--- src/rtl/mem_stage_pkg.sv ---
// Shared definitions for the MEM stage: op encodings, field widths and FSM states.
package mem_stage_pkg;

  localparam int MEM_OP_W     = 2;
  localparam int WB_DATA_OP_W = 2;
  localparam int REG_OP_W     = 2;
  localparam int WAIT_CNT_W   = 8;
  localparam int DATA_W_MAX   = 64;

  // Memory operation requested by the EX/MEM register; code 3 is reserved and behaves as NOP.
  typedef enum logic [MEM_OP_W-1:0] {
    MEM_OP_NOP   = 2'd0,
    MEM_OP_READ  = 2'd1,
    MEM_OP_WRITE = 2'd2,
    MEM_OP_RSVD  = 2'd3
  } mem_op_e;

  // Write-back data source selector.
  localparam logic [WB_DATA_OP_W-1:0] WB_DATA_OP_NOP = 2'd0;
  localparam logic [WB_DATA_OP_W-1:0] WB_DATA_OP_ALU = 2'd1;
  localparam logic [WB_DATA_OP_W-1:0] WB_DATA_OP_MEM = 2'd2;
  localparam logic [WB_DATA_OP_W-1:0] WB_DATA_OP_PC  = 2'd3;

  // Register-file write target.
  localparam logic [REG_OP_W-1:0] REG_OP_NOP = 2'd0;
  localparam logic [REG_OP_W-1:0] REG_OP_REG = 2'd1;
  localparam logic [REG_OP_W-1:0] REG_OP_SP  = 2'd2;
  localparam logic [REG_OP_W-1:0] REG_OP_IH  = 2'd3;

  // Zero word wide enough for any supported datapath; sliced down at the use site.
  localparam logic [DATA_W_MAX-1:0] DATA_ZERO = '0;

  typedef enum logic {
    ST_IDLE = 1'b0,
    ST_WAIT = 1'b1
  } mem_state_e;

  function automatic logic is_mem_access(input logic [MEM_OP_W-1:0] op);
    return (op == MEM_OP_READ) || (op == MEM_OP_WRITE);
  endfunction

endpackage

--- src/rtl/mem_wait_counter.sv ---
// Saturating wait-cycle counter with a terminal-count flag.
module mem_wait_counter
  import mem_stage_pkg::*;
#(
  parameter int CNT_W  = WAIT_CNT_W,
  parameter int TC_VAL = 14
) (
  input  logic clk,
  input  logic rst,
  input  logic clr_i,
  input  logic en_i,
  output logic tc_o
);

  logic [CNT_W-1:0] cnt_q, cnt_d;

  // Clear wins over enable; hold at all-ones instead of wrapping.
  always_comb begin
    cnt_d = cnt_q;
    if (clr_i)
      cnt_d = '0;
    else if (en_i && (cnt_q != {CNT_W{1'b1}}))
      cnt_d = cnt_q + CNT_W'(1);
  end

  // Count register, synchronous active-low reset.
  always_ff @(posedge clk) begin
    if (!rst) cnt_q <= '0;
    else      cnt_q <= cnt_d;
  end

  assign tc_o = (cnt_q == CNT_W'(TC_VAL));

endmodule

--- src/rtl/mem_stage.sv ---
// MEM pipeline stage: issues RAM requests, stalls upstream until ack or timeout,
// and loads the MEM/WB register (or a bubble) each cycle.
module mem_stage
  import mem_stage_pkg::*;
#(
  parameter int DATA_W     = 16,
  parameter int REG_ADDR_W = 4,
  parameter int WAIT_MAX   = 15
) (
  input  logic                    clk,
  input  logic                    rst,
  input  logic [DATA_W-1:0]       emo_alu_answer,
  input  logic [DATA_W-1:0]       emo_ram_write_data,
  input  logic [MEM_OP_W-1:0]     emo_mem_op,
  input  logic [WB_DATA_OP_W-1:0] emo_wb_data_op,
  input  logic [REG_OP_W-1:0]     emo_reg_op,
  input  logic [REG_ADDR_W-1:0]   emo_wb_addr,
  input  logic [DATA_W-1:0]       emo_PC_wb_data,
  input  logic [DATA_W-1:0]       emo_IH_wb_data,
  output logic [DATA_W-1:0]       mwo_alu_answer,
  output logic [DATA_W-1:0]       mwo_ram_read_answer,
  output logic [DATA_W-1:0]       mwo_PC_wb_data,
  output logic [DATA_W-1:0]       mwo_IH_wb_data,
  output logic [REG_ADDR_W-1:0]   mwo_wb_addr,
  output logic [REG_OP_W-1:0]     mwo_reg_op,
  output logic [WB_DATA_OP_W-1:0] mwo_wb_data_op,
  output logic                    ram_req,
  output logic                    ram_we,
  output logic [DATA_W-1:0]       ram_addr,
  output logic [DATA_W-1:0]       ram_wdata,
  input  logic                    ram_ack,
  input  logic [DATA_W-1:0]       ram_rdata,
  output logic                    mem_stall,
  output logic                    mem_err
);

  localparam logic [DATA_W-1:0] ZERO = DATA_ZERO[DATA_W-1:0];

  mem_state_e state_q, state_d;
  logic       tc;
  logic       cnt_clr, cnt_en;
  logic       issue, load_emo, err_set, stall_c;

  logic                    ram_req_q, ram_we_q;
  logic [DATA_W-1:0]       ram_addr_q, ram_wdata_q;
  logic                    mem_err_q;

  logic [DATA_W-1:0]       mw_alu_q, mw_alu_d;
  logic [DATA_W-1:0]       mw_rd_q, mw_rd_d;
  logic [DATA_W-1:0]       mw_pc_q, mw_pc_d;
  logic [DATA_W-1:0]       mw_ih_q, mw_ih_d;
  logic [REG_ADDR_W-1:0]   mw_wa_q, mw_wa_d;
  logic [REG_OP_W-1:0]     mw_ro_q, mw_ro_d;
  logic [WB_DATA_OP_W-1:0] mw_wo_q, mw_wo_d;

  // Timeout fires on the last allowed wait cycle without an ack.
  mem_wait_counter #(
    .CNT_W  (WAIT_CNT_W),
    .TC_VAL (WAIT_MAX - 1)
  ) u_wait_cnt (
    .clk   (clk),
    .rst   (rst),
    .clr_i (cnt_clr),
    .en_i  (cnt_en),
    .tc_o  (tc)
  );

  // FSM state register.
  always_ff @(posedge clk) begin
    if (!rst) state_q <= ST_IDLE;
    else      state_q <= state_d;
  end

  // FSM next state: every ack or timeout returns to IDLE, forcing a one-cycle request gap.
  always_comb begin
    state_d = state_q;
    case (state_q)
      ST_IDLE: if (is_mem_access(emo_mem_op)) state_d = ST_WAIT;
      ST_WAIT: if (ram_ack || tc)             state_d = ST_IDLE;
      default:                                state_d = ST_IDLE;
    endcase
  end

  // FSM outputs: stall, request issue, MEM/WB load select, counter control.
  always_comb begin
    stall_c  = 1'b0;
    issue    = 1'b0;
    load_emo = 1'b0;
    err_set  = 1'b0;
    cnt_clr  = 1'b0;
    cnt_en   = 1'b0;
    case (state_q)
      ST_IDLE: begin
        cnt_clr = 1'b1;
        if (is_mem_access(emo_mem_op)) begin
          stall_c = 1'b1;
          issue   = 1'b1;
        end else begin
          load_emo = 1'b1;
        end
      end
      ST_WAIT: begin
        cnt_en = !ram_ack;
        if (ram_ack)  load_emo = 1'b1;
        else if (tc)  err_set  = 1'b1;
        else          stall_c  = 1'b1;
      end
      default: ;
    endcase
  end

  assign mem_stall = rst && stall_c;

  // RAM request registers: captured on issue, held through WAIT, req drops on ack/timeout.
  always_ff @(posedge clk) begin
    if (!rst) begin
      ram_req_q   <= 1'b0;
      ram_we_q    <= 1'b0;
      ram_addr_q  <= ZERO;
      ram_wdata_q <= ZERO;
    end else if (issue) begin
      ram_req_q   <= 1'b1;
      ram_we_q    <= (emo_mem_op == MEM_OP_WRITE);
      ram_addr_q  <= emo_alu_answer;
      ram_wdata_q <= emo_ram_write_data;
    end else if ((state_q == ST_WAIT) && (ram_ack || tc)) begin
      ram_req_q   <= 1'b0;
    end
  end

  // Sticky timeout flag, cleared only by reset.
  always_ff @(posedge clk) begin
    if (!rst)         mem_err_q <= 1'b0;
    else if (err_set) mem_err_q <= 1'b1;
  end

  // MEM/WB next value: pass-through on NOP or ack, bubble otherwise.
  always_comb begin
    mw_alu_d = ZERO;
    mw_rd_d  = ZERO;
    mw_pc_d  = ZERO;
    mw_ih_d  = ZERO;
    mw_wa_d  = '0;
    mw_ro_d  = REG_OP_NOP;
    mw_wo_d  = WB_DATA_OP_NOP;
    if (load_emo) begin
      mw_alu_d = emo_alu_answer;
      mw_pc_d  = emo_PC_wb_data;
      mw_ih_d  = emo_IH_wb_data;
      mw_wa_d  = emo_wb_addr;
      mw_ro_d  = emo_reg_op;
      mw_wo_d  = emo_wb_data_op;
      if ((state_q == ST_WAIT) && !ram_we_q) mw_rd_d = ram_rdata;
    end
  end

  // MEM/WB register; reset loads a bubble.
  always_ff @(posedge clk) begin
    if (!rst) begin
      mw_alu_q <= ZERO;
      mw_rd_q  <= ZERO;
      mw_pc_q  <= ZERO;
      mw_ih_q  <= ZERO;
      mw_wa_q  <= '0;
      mw_ro_q  <= REG_OP_NOP;
      mw_wo_q  <= WB_DATA_OP_NOP;
    end else begin
      mw_alu_q <= mw_alu_d;
      mw_rd_q  <= mw_rd_d;
      mw_pc_q  <= mw_pc_d;
      mw_ih_q  <= mw_ih_d;
      mw_wa_q  <= mw_wa_d;
      mw_ro_q  <= mw_ro_d;
      mw_wo_q  <= mw_wo_d;
    end
  end

  assign ram_req             = ram_req_q;
  assign ram_we              = ram_we_q;
  assign ram_addr            = ram_addr_q;
  assign ram_wdata           = ram_wdata_q;
  assign mem_err             = mem_err_q;
  assign mwo_alu_answer      = mw_alu_q;
  assign mwo_ram_read_answer = mw_rd_q;
  assign mwo_PC_wb_data      = mw_pc_q;
  assign mwo_IH_wb_data      = mw_ih_q;
  assign mwo_wb_addr         = mw_wa_q;
  assign mwo_reg_op          = mw_ro_q;
  assign mwo_wb_data_op      = mw_wo_q;

endmodule

--- config.mk ---
export PLATFORM = sky130hd
export DESIGN_NAME = mem_stage
export DESIGN_NICKNAME = d
export VERILOG_FILES = /design/src/rtl/mem_stage_pkg.sv /design/src/rtl/mem_wait_counter.sv /design/src/rtl/mem_stage.sv
export SDC_FILE = /design/constraint.sdc
export NUM_CORES = 1
export LEC_CHECK = 0
export ABC_AREA = 1
export BUFFER_PORTS_ARGS = -buffer_cell sky130_fd_sc_hd__buf_2
export CAP_MARGIN = 0
export CELL_PAD_IN_SITES_DETAIL_PLACEMENT = 0
export CELL_PAD_IN_SITES_GLOBAL_PLACEMENT = 1
export CORE_UTILIZATION = 35
export DETAILED_ROUTE_END_ITERATION = 7
export PLACE_DENSITY_LB_ADDON = 0.1
export SLEW_MARGIN = 20
export SYNTH_ARGS = -nofsm -noshare
export SYNTH_HDL_FRONTEND = slang
export SYNTH_SLANG_ARGS = --single-unit
--- constraint.sdc ---
create_clock -name clk -period 3.2 [get_ports clk]
set_input_delay 0.64 -clock clk [delete_from_list [all_inputs] [get_ports clk]]
set_output_delay 0.64 -clock clk [all_outputs]
set_load 0.05 [all_outputs]
Word-level counts from Yosys, hierarchy flattened
Cells that the tools add are included.

word-level totals
  register bits after elaboration = 116
  latch bits = 0
  RAM bits = 0
  bits in read-only memories = 0
  input port bits = 93
  word-level logic and storage cells = 48
  memories kept = 0

operators by class
  $add $sub $neg = 1
  multiply operators = 0
  div/mod/pow operators = 0
  order comparisons = 0
  equal/unequal tests = 4
  shift operators = 0
  multiplexer cells = 16
  bitwise logic cells = 1
  reduce and logical (&&, ||, !) cells = 12

operators with widths
  operator                                                                number
  1-bit two-way mux                                                       13
  8-bit by 1-bit adder with 8-bit output (second input constant)          1
  8-bit by 4-bit equality test with 1-bit output (second input constant)  1
  8-bit inequality test (second input constant)                           1
  1-bit case mux with 2 select lines                                      3
  1-bit logical AND                                                       4
  2-bit AND reduction                                                     2
  3-bit AND reduction                                                     1
  2-bit by 1-bit equality test with 1-bit output (second input constant)  1
  2-bit equality test (second input constant)                             1
  1-bit logical NOT                                                       2
  1-bit logical OR                                                        2
  2-bit nonzero test                                                      1
  1-bit inverter                                                          1

Depth between registers and ports, before layout
Gate-level depths: netlist (run 1).

  word-level depth = 5
  gate-level depth with buffers = 8
  mapped depth without buffers = 8

Hierarchy
From an unflattened synthesis (run 1), not the netlist that was laid out.

unflattened totals
  cells, all modules = 515
  area, all modules = 3,950.0 um^2

by module, submodules not included
  module            times used  cells each  area an instance (um^2)
  mem_stage         1           441         3,465.8
  mem_wait_counter  1           74          484.2

Worst setup path before layout (run 1)
OpenSTA, ideal clock, no wires.

  path type = input -> output
  start = in emo_mem_op[0]
  end = out mem_stall
  arrival time = 2.038 ns
  slack = 0.522 ns
  cell stages on the path = 6
  buffers on the path = 1
  path through = inv_1 ha_1 nor2_4 nand2_1 clkbuf_1 o21ai_0

between the ends
  cells in the longest elaborated chain, start to end = 5
  elaborated cells on any way between the ends = 6
  those cells by class = 2 x eq/ne; 2 x mux; 2 x reduce/logical

RTL lines
  what                                                                                   RTL line             RTL
  start: declaration                                                                     mem_stage.sv:14      input logic [MEM_OP_W-1:0] emo_mem_op,
  2-bit by 1-bit equality test with 1-bit output or 2-bit equality test (tied branches)  mem_stage_pkg.sv:39  return (op == MEM_OP_READ) || (op == MEM_OP_WRITE);
  1-bit logical OR (*)                                                                   mem_stage_pkg.sv:39
  1-bit two-way mux (*)                                                                  mem_stage.sv:95      if (is_mem_access(emo_mem_op)) begin
  1-bit case mux with 2 select lines (*)                                                 mem_stage.sv:92      case (state_q)
  1-bit logical AND (*)                                                                  mem_stage.sv:112     assign mem_stall = rst && stall_c;
  end: declaration                                                                       mem_stage.sv:33      output logic mem_stall,

Every way passes the cells marked *; elsewhere a longest branch is shown, timed or not.

Worst setup path after layout (run 1)
  start = reg u_wait_cnt.cnt_q[0]
  end = out mem_stall

between the ends
  cells in the longest elaborated chain, start to end = 5

RTL lines
  what                                            RTL line                RTL
  start: declaration                              mem_wait_counter.sv:15  logic [CNT_W-1:0] cnt_q, cnt_d;
  start signal: assignment                        mem_wait_counter.sv:29  else cnt_q <= cnt_d;
  8-bit by 4-bit equality test with 1-bit output  mem_wait_counter.sv:32  assign tc_o = (cnt_q == CNT_W'(TC_VAL));
  1-bit two-way mux                               mem_stage.sv:105        else if (tc) err_set = 1'b1;
  1-bit two-way mux                               mem_stage.sv:104        if (ram_ack) load_emo = 1'b1;
  1-bit case mux with 2 select lines              mem_stage.sv:92
  1-bit logical AND                               mem_stage.sv:112

No other way between the ends.

==> results.md, run 1 <==
* RSZ-0062 raised after global routing: false
* Pwr dens at 702 mW/mm²
* CTS Buf Count at 17
* Antenna Violating Nets Remaining at 0
* Setup CP Type: reg2out
* Initial drt markers at 124
* Final Cycle Share at 75.9%
* CP required at 2560 ps
* Initial Utilization at 36.0%
* Clock Sinks at 116
* Initial antenna violation count at 0
* Worst hold path type: in2reg
* Cts hold-fix bufs at 0
* Vias in the first global route at 3280
* Mapped Cells at 445
* Worst R2R Setup Slack at 1180 ps
* First-pass GRT wire length at 16300 µm
* Sequential cell area fraction in the yosys report at 56.4%
* Synth warnings at 0
* Post-DP HPWL at 7030 µm
* Tot GR Track Use at 17.1%
* Via/cell ratio at 4.14
* Worst path max stage delay at 370 ps
* Relative slew slack at 34.1%
* Max cap viols at 0
* Die X at 110 µm
* Worst hold start: emo_wb_addr[1]
* Crit path DAT at 1790 ps
* Total congestion overflow at 0
* CP most frequent cell: nand2_1
* Setup crit end kind: output pin
* DRC Markers at 0
* Top Ports at 201
* Area grow syn2layout at 39.6%
* Worst reg2reg path depth at 4
* FF+latch count, synth at 116
* Cell Rows at 39
* Syn avg cell area at 9.25 µm²
* Hold Fails Final Rpt at 0
* Setup TNS Final at 0 ps
* Vias at 3355
* Root buf cell: clkbuf_16
* CP Launch Type: flop
* Cell Chain, Critical Path: inv_1, ha_1, nand2_1, nor2_1, nand2_1, nand2_1, o21ai_0, buf_2
* Post-cts resize count at 0
* Fin. max-slew vios at 0
* Top cell type's share of synthesized area at 56.4%
* Clk slew on worst S/H paths at 50 ps
* Reg2reg end: ram_addr[0]$_SDFFE_PN0P_
* Peak VDD IR at 0.000329 V
* Top post-synthesis cells by area: dfxtp_1 (56%), nor2_4 (12%), inv_1 (8.1%)
* FILL cells at 1169
* Syn nets at 541
* Register Area at 0.00232 mm²
* Largest net degree at the start of global routing at 33
* Max clock buf depth at 2
* H-tree Lvls at 4
* Hold EP: mwo_wb_addr[1]$_SDFF_PN0_
* Static Leak at 3.09 nW
* Crit Path Max Fanout at 4
* Die Ht at 110 µm
* Cell Area, Synth at 0.00412 mm²
* WL/cell at 12.0 µm
* CTS tree: yes
* Core box area at 0.0114 mm²
* Nets at 750
* Final critical-path required period at 2430 ps
* Pwr Total at 4.03 mW
* Highest clock rate at 412 MHz
* Hold Path Cell Cnt at 3
* CP top delay family: flip-flops
* Synth unique cells at 24
* Die area at 0.0122 mm²
* Routed wire length at 9750 µm
* Layout cell share with drive strength beyond 1 at 42.7%
* Ant diodes at 0
* Port Buffers at 200
* Area of the multi-input gates at 0.00129 mm²
* Status: complete, no violations
* Post-CTS setup buffer count at 0
* Buffers and inverters on the worst path at 2
* Crit-path slowest cell: dfxtp_1
* Final Wtd Congestion at 0.773
* Slew @ Worst Pin at 982 ps
* Clk_lat worst skew at 410 ps
* Finish-stage setup viols at 0
* Synth area leader: dfxtp_1
* Skew final at 5.67 ps
* TritonRoute pass-1 iters at 4
* Reg-to-Reg Start: state_q$_SDFF_PN0_
==> metrics by stage <==
step,cell area [µm²],utilization [%],setup WS [ps],instances,hold WS [ps]
6_report,5750,50.3,771,810,443
4_1_cts,5750,50.3,732,810,423
2_1_floorplan,4120,-,522,445,458
3_3_place_gp,5200,45.6,867,778,425
3_5_place_dp,5200,45.6,822,778,435
5_1_grt,5750,50.3,653,810,430
==> logic make-up (layout without fill, tap and decap cells) <==
| family | after synthesis | count (layout) | share of synthesized area, % |
|---|---|---|---|
| flops | 116 | 116 | 56.4 |
| compound gates | 29 | 29 | 3.65 |
| buf+inv | 106 | 328 | 12.1 |
| xor+xnor | 1 | 1 | 0.213 |
| fa+ha+maj | 3 | 3 | 0.912 |
| simple gates | 190 | 190 | 26.7 |
==> cell usage after synthesis <==
cell type / count
a21oi_1: 6
dfxtp_1: 116
nor3_1: 1
a31oi_1: 1
inv_1: 89
ha_1: 3
nor2_4: 44
xor2_1: 1
nand4_1: 5
nand2_1: 70
nand3_2: 1
buf_6: 1
clkbuf_1: 3
inv_2: 1
buf_4: 1
nand3_1: 22
buf_2: 5
inv_4: 1
nand3b_1: 1
o21ai_2: 1
nor2_1: 45
o21ai_0: 21
buf_12: 5
nand2_2: 1
==> routing by layer <==
layer  vias to the layer above  global-route usage [%]  routed length [µm]
met4                         0                    7.82                 159
li1                       1743                       -                   -
met3                        15                    6.86                 737
met2                       113                    28.2                4820
met5                         -                       0                   0
met1                      1484                    19.5                4030
==> tightest hold or removal path: stages <==
cell and delay (ps):
buf_2 90, inv_1 40, nor2_1 30
==> cell type report <==
class / instances / area share [%]
repair buffers: 205 / 18.5
multi-input cells: 223 / 22.5
inverters: 91 / 5.99
well taps: 143 / 3.11
flip-flops and latches: 116 / 40.4
clock inverters: 12 / 1.52
clock buffers: 20 / 7.95
==> worst max-delay path by stage <==
stage	from	to	slack, ps	depth (start not counted)
floorplan	emo_mem_op[0]	mem_stall	520	6
global placement	rst	mem_stall	870	4
detailed placement	rst	mem_stall	820	4
CTS	u_wait_cnt.cnt_q[0]$_SDFFE_PN0P_	mem_stall	730	8
global route	u_wait_cnt.cnt_q[0]$_SDFFE_PN0P_	mem_stall	650	8
finish	u_wait_cnt.cnt_q[0]$_SDFFE_PN0P_	mem_stall	770	8
==> power by group <==
group	switching, mW	internal (mW)	total (mW)	leakage (nW)
registers	0.0355	1.54	1.58	0.951
logic	0.556	0.176	0.732	1.86
clock network	0.630	1.09	1.72	0.278
==> state kept, by name (all words and copies together) (netlist names), 2 cells and up <==
signal / count
mwo_wb_data_op: 2
mwo_wb_addr: 4
ram_wdata: 16
mwo_ram_read_answer: 16
u_wait_cnt.cnt_q: 8
mwo_alu_answer: 16
mwo_reg_op: 2
mwo_IH_wb_data: 16
ram_addr: 16
mwo_PC_wb_data: 16
==> cell usage in the layout, fill, tap and decap left out, types with 5 or more instances in the layout <==
cell	instances
a21oi_1	6
nand2_1	70
o21ai_0	21
nand3_1	22
nor2_1	45
inv_1	88
dfxtp_1	116
nand4_1	5
buf_2	200
clkinv_2	10
nor2_4	44
clkbuf_16	17
Note: power is estimated with default switching activity, not from simulation.
==> run 2: changes to the inputs <==
--- a/config.mk
+++ b/config.mk
@@ -10,7 +10,7 @@
 export CAP_MARGIN = 0
 export CELL_PAD_IN_SITES_DETAIL_PLACEMENT = 0
 export CELL_PAD_IN_SITES_GLOBAL_PLACEMENT = 1
-export CORE_UTILIZATION = 35
+export CORE_UTILIZATION = 29
 export DETAILED_ROUTE_END_ITERATION = 7
 export PLACE_DENSITY_LB_ADDON = 0.1
 export SLEW_MARGIN = 20
==> constraint.sdc (replaced) <==
create_clock -name clk -period 2.2 [get_ports clk]
set_input_delay 0.44 -clock clk [delete_from_list [all_inputs] [get_ports clk]]
set_output_delay 0.44 -clock clk [all_outputs]
set_load 0.05 [all_outputs]
==> run 2 against run 1 <==
  * Core utilization is 8.3 points lower
  * Hold slack lost 200 ps
  * Sequential cell count did not move
  * Sequential share of layout area fell by 0.59 points
  * Critical endpoint unchanged
  * First-iteration DRC count up 27%
  * Setup slack lost 630 ps
  * Clock power increased by 41%
  * Cell count up 4.7%
  * Via count grew 0.39%
  * Largest cell class unchanged
  * Combinational power up 49%
  * Non-clock buffer count increased by 4
==> results.md, run 2 (synthesis gave the netlist of run 1 again) <==
* Status: complete, no violations
* Vias in the first global route at 3169
* Crit path DAT at 1620 ps
* DRC Markers at 0
* WL/cell at 11.9 µm
* CTS Buf Count at 17
* Routed wire length at 10100 µm
* Final Cycle Share at 93.8%
* Top Ports at 201
* Largest net degree at the start of global routing at 28
* Commonest non-fill, non-tap cells in the layout: buf_2 (199), dfxtp_1 (115), inv_1 (89)
* H-tree Lvls at 4
* Crit path launch: u_wait_cnt.cnt_q[0]$_SDFFE_PN0P_
* Final Wtd Congestion at 0.737
* Pwr dens at 994 mW/mm²
* Slew @ Worst Pin at 376 ps
* Area grow syn2layout at 41.8%
* Clk_lat worst skew at 410 ps
* Max cap viols at 0
* Skew final at 11.8 ps
* Antenna Violating Nets Remaining at 0
* Setup crit end kind: output pin
* Initial drt markers at 157
* Worst reg2reg path depth at 6
* Crit Path Max Fanout at 4
* Root buf cell: clkbuf_16
* Via/cell ratio at 3.97
* Port Buffers at 200
* Initial antenna violation count at 1
* Worst hold path type: in2reg
* Setup TNS Final at 0 ps
* Total congestion overflow at 0
* Die area at 0.0147 mm²
* Tot GR Track Use at 14.2%
* CP required at 1760 ps
* Most common cell after layout, fill and taps aside: buf_2
* Core box area at 0.0139 mm²
* Cell Rows at 43
* Reg2reg end: mwo_alu_answer[15]$_SDFF_PN0_
* RSZ-0062 raised after global routing: false
* Vias at 3368
* Setup CP Type: reg2out
* First-pass GRT wire length at 15500 µm
* Crit path to: mem_stall
* Fin. max-slew vios at 0
* Highest clock rate at 485 MHz
* Die X at 121 µm
* Post-DP HPWL at 7470 µm
* Layout cell share with drive strength beyond 1 at 43.2%
* Initial Utilization at 29.6%
* Finish-stage setup viols at 0
* Hold Fails Final Rpt at 0
* Nets at 754
* Die Ht at 121 µm
* Max clock buf depth at 2
* Static Leak at 3.10 nW
* Worst R2R Setup Slack at 610 ps
* Final critical-path required period at 2060 ps
* Clk slew on worst S/H paths at 50 ps
* CTS tree: yes
* Clock Sinks at 116
* Reg-to-Reg Start: state_q$_SDFF_PN0_
* Peak VDD IR at 0.000511 V
* TritonRoute pass-1 iters at 4
* CP Launch Type: flop
* Cts hold-fix bufs at 0
* Worst hold slack at 242 ps
* Relative slew slack at 74.9%
==> run 2: changes by cell type in the layout (fill, tap and decap cells not counted), sizes merged <==
cell    before  now
inv         90   91
buf        205  209
clkinv      11    5
diode        0    2
==> run 2: area by class of cell <==
| type | instances | area [µm²] |
|---|---|---|
| fill | 1437 | 8050 |
| multi-input combinational | 223 | 1310 |
| sequential | 116 | 2320 |
| tap | 180 | 225 |
| antenna | 2 | 5.00 |
| clock inverter | 7 | 62.6 |
| inverter | 91 | 344 |
| timing repair buffer | 209 | 1120 |
| clock buffer | 20 | 447 |
==> run 2: timing repair <==
item / 4_1_cts / 5_1_grt
gates resized for setup: 0 / 4
endpoints found under the setup margin: 0 / 1
buffers inserted: 0 / 1
==> run 2: worst min-delay path by stage <==
stage / startpoint / endpoint / slack [ps] / cells after the start
detailed placement: ram_wdata[7]$_SDFFE_PN0P_ / ram_wdata[7]$_SDFFE_PN0P_ / 430 / 2
finish: ram_rdata[6] / mwo_ram_read_answer[6]$_SDFF_PN0_ / 240 / 3
CTS: ram_rdata[6] / mwo_ram_read_answer[6]$_SDFF_PN0_ / 220 / 3
global placement: ram_wdata[7]$_SDFFE_PN0P_ / ram_wdata[7]$_SDFFE_PN0P_ / 430 / 2
global route: ram_rdata[13] / mwo_ram_read_answer[13]$_SDFF_PN0_ / 220 / 3
floorplan: u_wait_cnt.cnt_q[6]$_SDFFE_PN0P_ / u_wait_cnt.cnt_q[6]$_SDFFE_PN0P_ / 460 / 2
==> run 2: power breakdown <==
part	switching [mW]	leakage (nW)	internal (mW)	total, mW
combinational	0.817	1.89	0.273	1.09
sequential	0.0504	0.951	2.25	2.30
clock	0.884	0.253	1.53	2.42
==> run 2: layer usage <==
layer	GRT usage, %	share of wire (%)	vias to the layer above	routed length [µm]
met3	5.92	8.0	16	806
met1	16.5	43	1479	4380
met2	22.3	46	127	4700
met4	7.56	2.2	0	223
met5	0	0	-	0
li1	-	-	1746	-
==> run 2: metrics by stage <==
step	cells	setup WS (ps)	util (%)	power [mW]	area, µm²
2_1_floorplan	445	213	-	3.16	4120
3_3_place_gp	818	405	38.2	3.43	5300
3_5_place_dp	818	380	38.2	3.44	5300
4_1_cts	845	44.0	41.9	5.90	5810
5_1_grt	846	27.7	42.0	6.06	5830
6_report	848	136	42.0	5.80	5840
==> run 2: critical path: stages (launching register included) <==
cell	delay [ps]
dfxtp_2	350
inv_1	60
ha_1	190
nand2_1	60
nor2_1	50
nand2_1	90
nand2_2	70
o21ai_2	180
buf_12	160
==> run 3: changes to the inputs <==
--- a/config.mk
+++ b/config.mk
@@ -5,7 +5,6 @@
 export SDC_FILE = /design/constraint.sdc
 export NUM_CORES = 1
 export LEC_CHECK = 0
-export ABC_AREA = 1
 export BUFFER_PORTS_ARGS = -buffer_cell sky130_fd_sc_hd__buf_2
 export CAP_MARGIN = 0
 export CELL_PAD_IN_SITES_DETAIL_PLACEMENT = 0
==> run 3 against run 2 <==
  * Core utilization up 2.4 points
  * Global-route usage up 0.60 points
  * Register-to-register slack worse by 140 ps
  * Critical path type unchanged
  * Critical endpoint unchanged
  * Largest cell class unchanged
  * Highest routed layer unchanged
==> results.md, run 3 <==
* Final Cycle Share at 93.5%
* Finish-stage setup viols at 0
* Synth unique cells at 35
* Commonest non-fill, non-tap cells in the layout: buf_2 (199), dfxtp_1 (115), and2_1 (74)
* CP top delay family: flip-flops
* Initial antenna violation count at 0
* Total congestion overflow at 0
* Most common cell after layout, fill and taps aside: buf_2
* Placed cells at 631
* DRC Markers at 0
* Syn nets at 392
* Die area at 0.0127 mm²
* Area grow syn2layout at 49.5%
* Top cell type's share of synthesized area at 65.3%
* Post-cts resize count at 0
* Synth area leader: dfxtp_1
* Nets at 599
* Vias in the first global route at 2714
* Cts hold-fix bufs at 0
* Pwr dens at 1130 mW/mm²
* Met2 wire len at 3890 µm
* CTS Buf Count at 17
* Buffers and inverters on the worst path at 1
* H-tree Lvls at 4
* Fin. max-slew vios at 0
* Routed wire length at 8960 µm
* Highest routed layer: met4
* CP Launch Type: flop
* Post-synth top flop: dfxtp_1
* Antenna Violating Nets Remaining at 0
* Static Leak at 2.65 nW
* Most common cell in the netlist: dfxtp_1
* Layout cell share with drive strength beyond 1 at 46.6%
* Vias at 2866
* Root buf cell: clkbuf_16
* RSZ-0062 raised after global routing: false
* Setup TNS Final at 0 ps
* CTS tree: yes
* Top post-synthesis cells by area: dfxtp_1 (65%), and2_1 (13%), a22o_1 (8.1%)
* Cell Area, Synth at 0.00356 mm²
* CP required at 1760 ps
* Max clock buf depth at 2
* Fin cells at 662
* Top Ports at 201
* Ant diodes at 0
* Sequential cell area fraction in the yosys report at 65.3%
* Setup crit end kind: output pin
* Cell Rows at 40
* Async set-reset flop share out of synthesis at 0%
* Initial drt markers at 238
* DR WL met3 at 906 µm
* First-pass GRT wire length at 13900 µm
* WL/cell at 13.5 µm
* Max cap viols at 0
* Die Ht at 113 µm
* Initial Utilization at 29.7%
* Synth warnings at 0
* Crit path DAT at 1620 ps
* Cell Chain, Critical Path: nor4_2, a31o_2, o21bai_2, buf_4
* Via/cell ratio at 4.33
* Peak VDD IR at 0.000657 V
* Post-CTS setup buffer count at 0
* Final Wtd Congestion at 0.760
* Clock Sinks at 116
* FF+latch count, synth at 116
* Setup CP Type: reg2out
* TritonRoute pass-1 iters at 4
* Worst path max stage delay at 360 ps
* Clk slew on worst S/H paths at 50 ps
* Mapped Cells at 296
* Syn avg cell area at 12.0 µm²
* Crit-path slowest cell: dfxtp_1
* Slew @ Worst Pin at 408 ps
* Post-DP HPWL at 6160 µm
* Worst hold path type: in2reg
* Largest net degree at the start of global routing at 47
* Tot GR Track Use at 14.8%
* Relative slew slack at 72.8%
* Core box area at 0.0120 mm²
* Highest clock rate at 486 MHz
* Die X at 113 µm
* Skew final at 7.22 ps
* FILL cells at 1127
* Final critical-path required period at 2060 ps
* Port Buffers at 200
* Clk_lat worst skew at 410 ps
* Post-synth top cells: dfxtp_1 (116), and2_1 (74), a22o_1 (33)
* Post-synth EDFFs at 0
* Worst R2R Setup Slack at 470 ps
* Crit Path Max Fanout at 7
* Status: complete, no violations
* Met1 Wirelength at 3990 µm
* Hold Fails Final Rpt at 0
-- run 3: cell types whose count changed in the layout (fill, tap and decap cells not counted), sizes merged, moves of 5 or more --
cell,change
inv,-88
clkbuf,+8
nand2,-65
a22o,+33
nand3,-22
clkinv,-5
nor2,-88
and2,+75
o21ai,-21
-- run 3: logic make-up (layout without fill, tap and decap cells) --
family | Yosys count | count (layout) | share of synthesized area (%)
AO/OA/AOI/OAI | 52 | 52 | 11.8
flip-flops | 116 | 116 | 65.3
multiplexers | 4 | 4 | 1.13
adder cells (fa/ha/maj) | 3 | 3 | 1.06
buffers and inverters | 20 | 239 | 2.81
AND/OR/NAND/NOR | 101 | 101 | 17.9
-- run 3: path summary, 6_finish.rpt --
path,from,endpoint,cells past startpoint
worst max register to register,state_q$_SDFF_PN0_,mwo_IH_wb_data[15]$_SDFF_PN0_,4
worst max-delay path,u_wait_cnt.cnt_q[4]$_SDFFE_PN0P_,mem_stall,4
worst min register to register,ram_addr[15]$_SDFFE_PN0P_,ram_addr[15]$_SDFFE_PN0P_,1
worst min-delay path,emo_IH_wb_data[1],mwo_IH_wb_data[1]$_SDFF_PN0_,2
-- run 3: layer usage --
metal  vias up  GRT usage, %
li1       1422             -
met1      1288          17.3
met2       145          21.9
met3        11          7.87
met4         0          8.09
met5         -             0
-- run 3: layout make-up --
| class | count | area (µm²) | share of cell area (%) |
|---|---|---|---|
| Clock buffer | 28 | 517 | 9.72 |
| Multi-Input combinational cell | 160 | 1150 | 21.6 |
| Inverter | 3 | 11.3 | 0.212 |
| Timing Repair Buffer | 205 | 1040 | 19.6 |
| Tap cell | 147 | 184 | 3.46 |
| Clock inverter | 3 | 90.1 | 1.69 |
| Sequential cell | 116 | 2320 | 43.7 |
-- run 3: through the flow --
stage | cell area, µm² | power [mW] | util [%] | hold WS [ps] | setup WS [ps]
6_report | 5320 | 5.99 | 44.4 | 226 | 144
5_1_grt | 5320 | 6.25 | 44.4 | 206 | 47.7
4_1_cts | 5310 | 6.08 | 44.4 | 202 | 2.95
3_5_place_dp | 4700 | 3.23 | 39.3 | 452 | 128
3_3_place_gp | 4700 | 3.23 | 39.3 | 451 | 171
2_1_floorplan | 3560 | 2.97 | - | 453 | 149
-- run 3: where the power goes --
group	internal (mW)	total [mW]	switching, mW	leakage (nW)
Sequential	2.24	2.29	0.0486	0.950
Clock	1.93	2.81	0.882	0.295
Combinational	0.246	0.896	0.650	1.41
Total	4.41	5.99	1.58	2.65
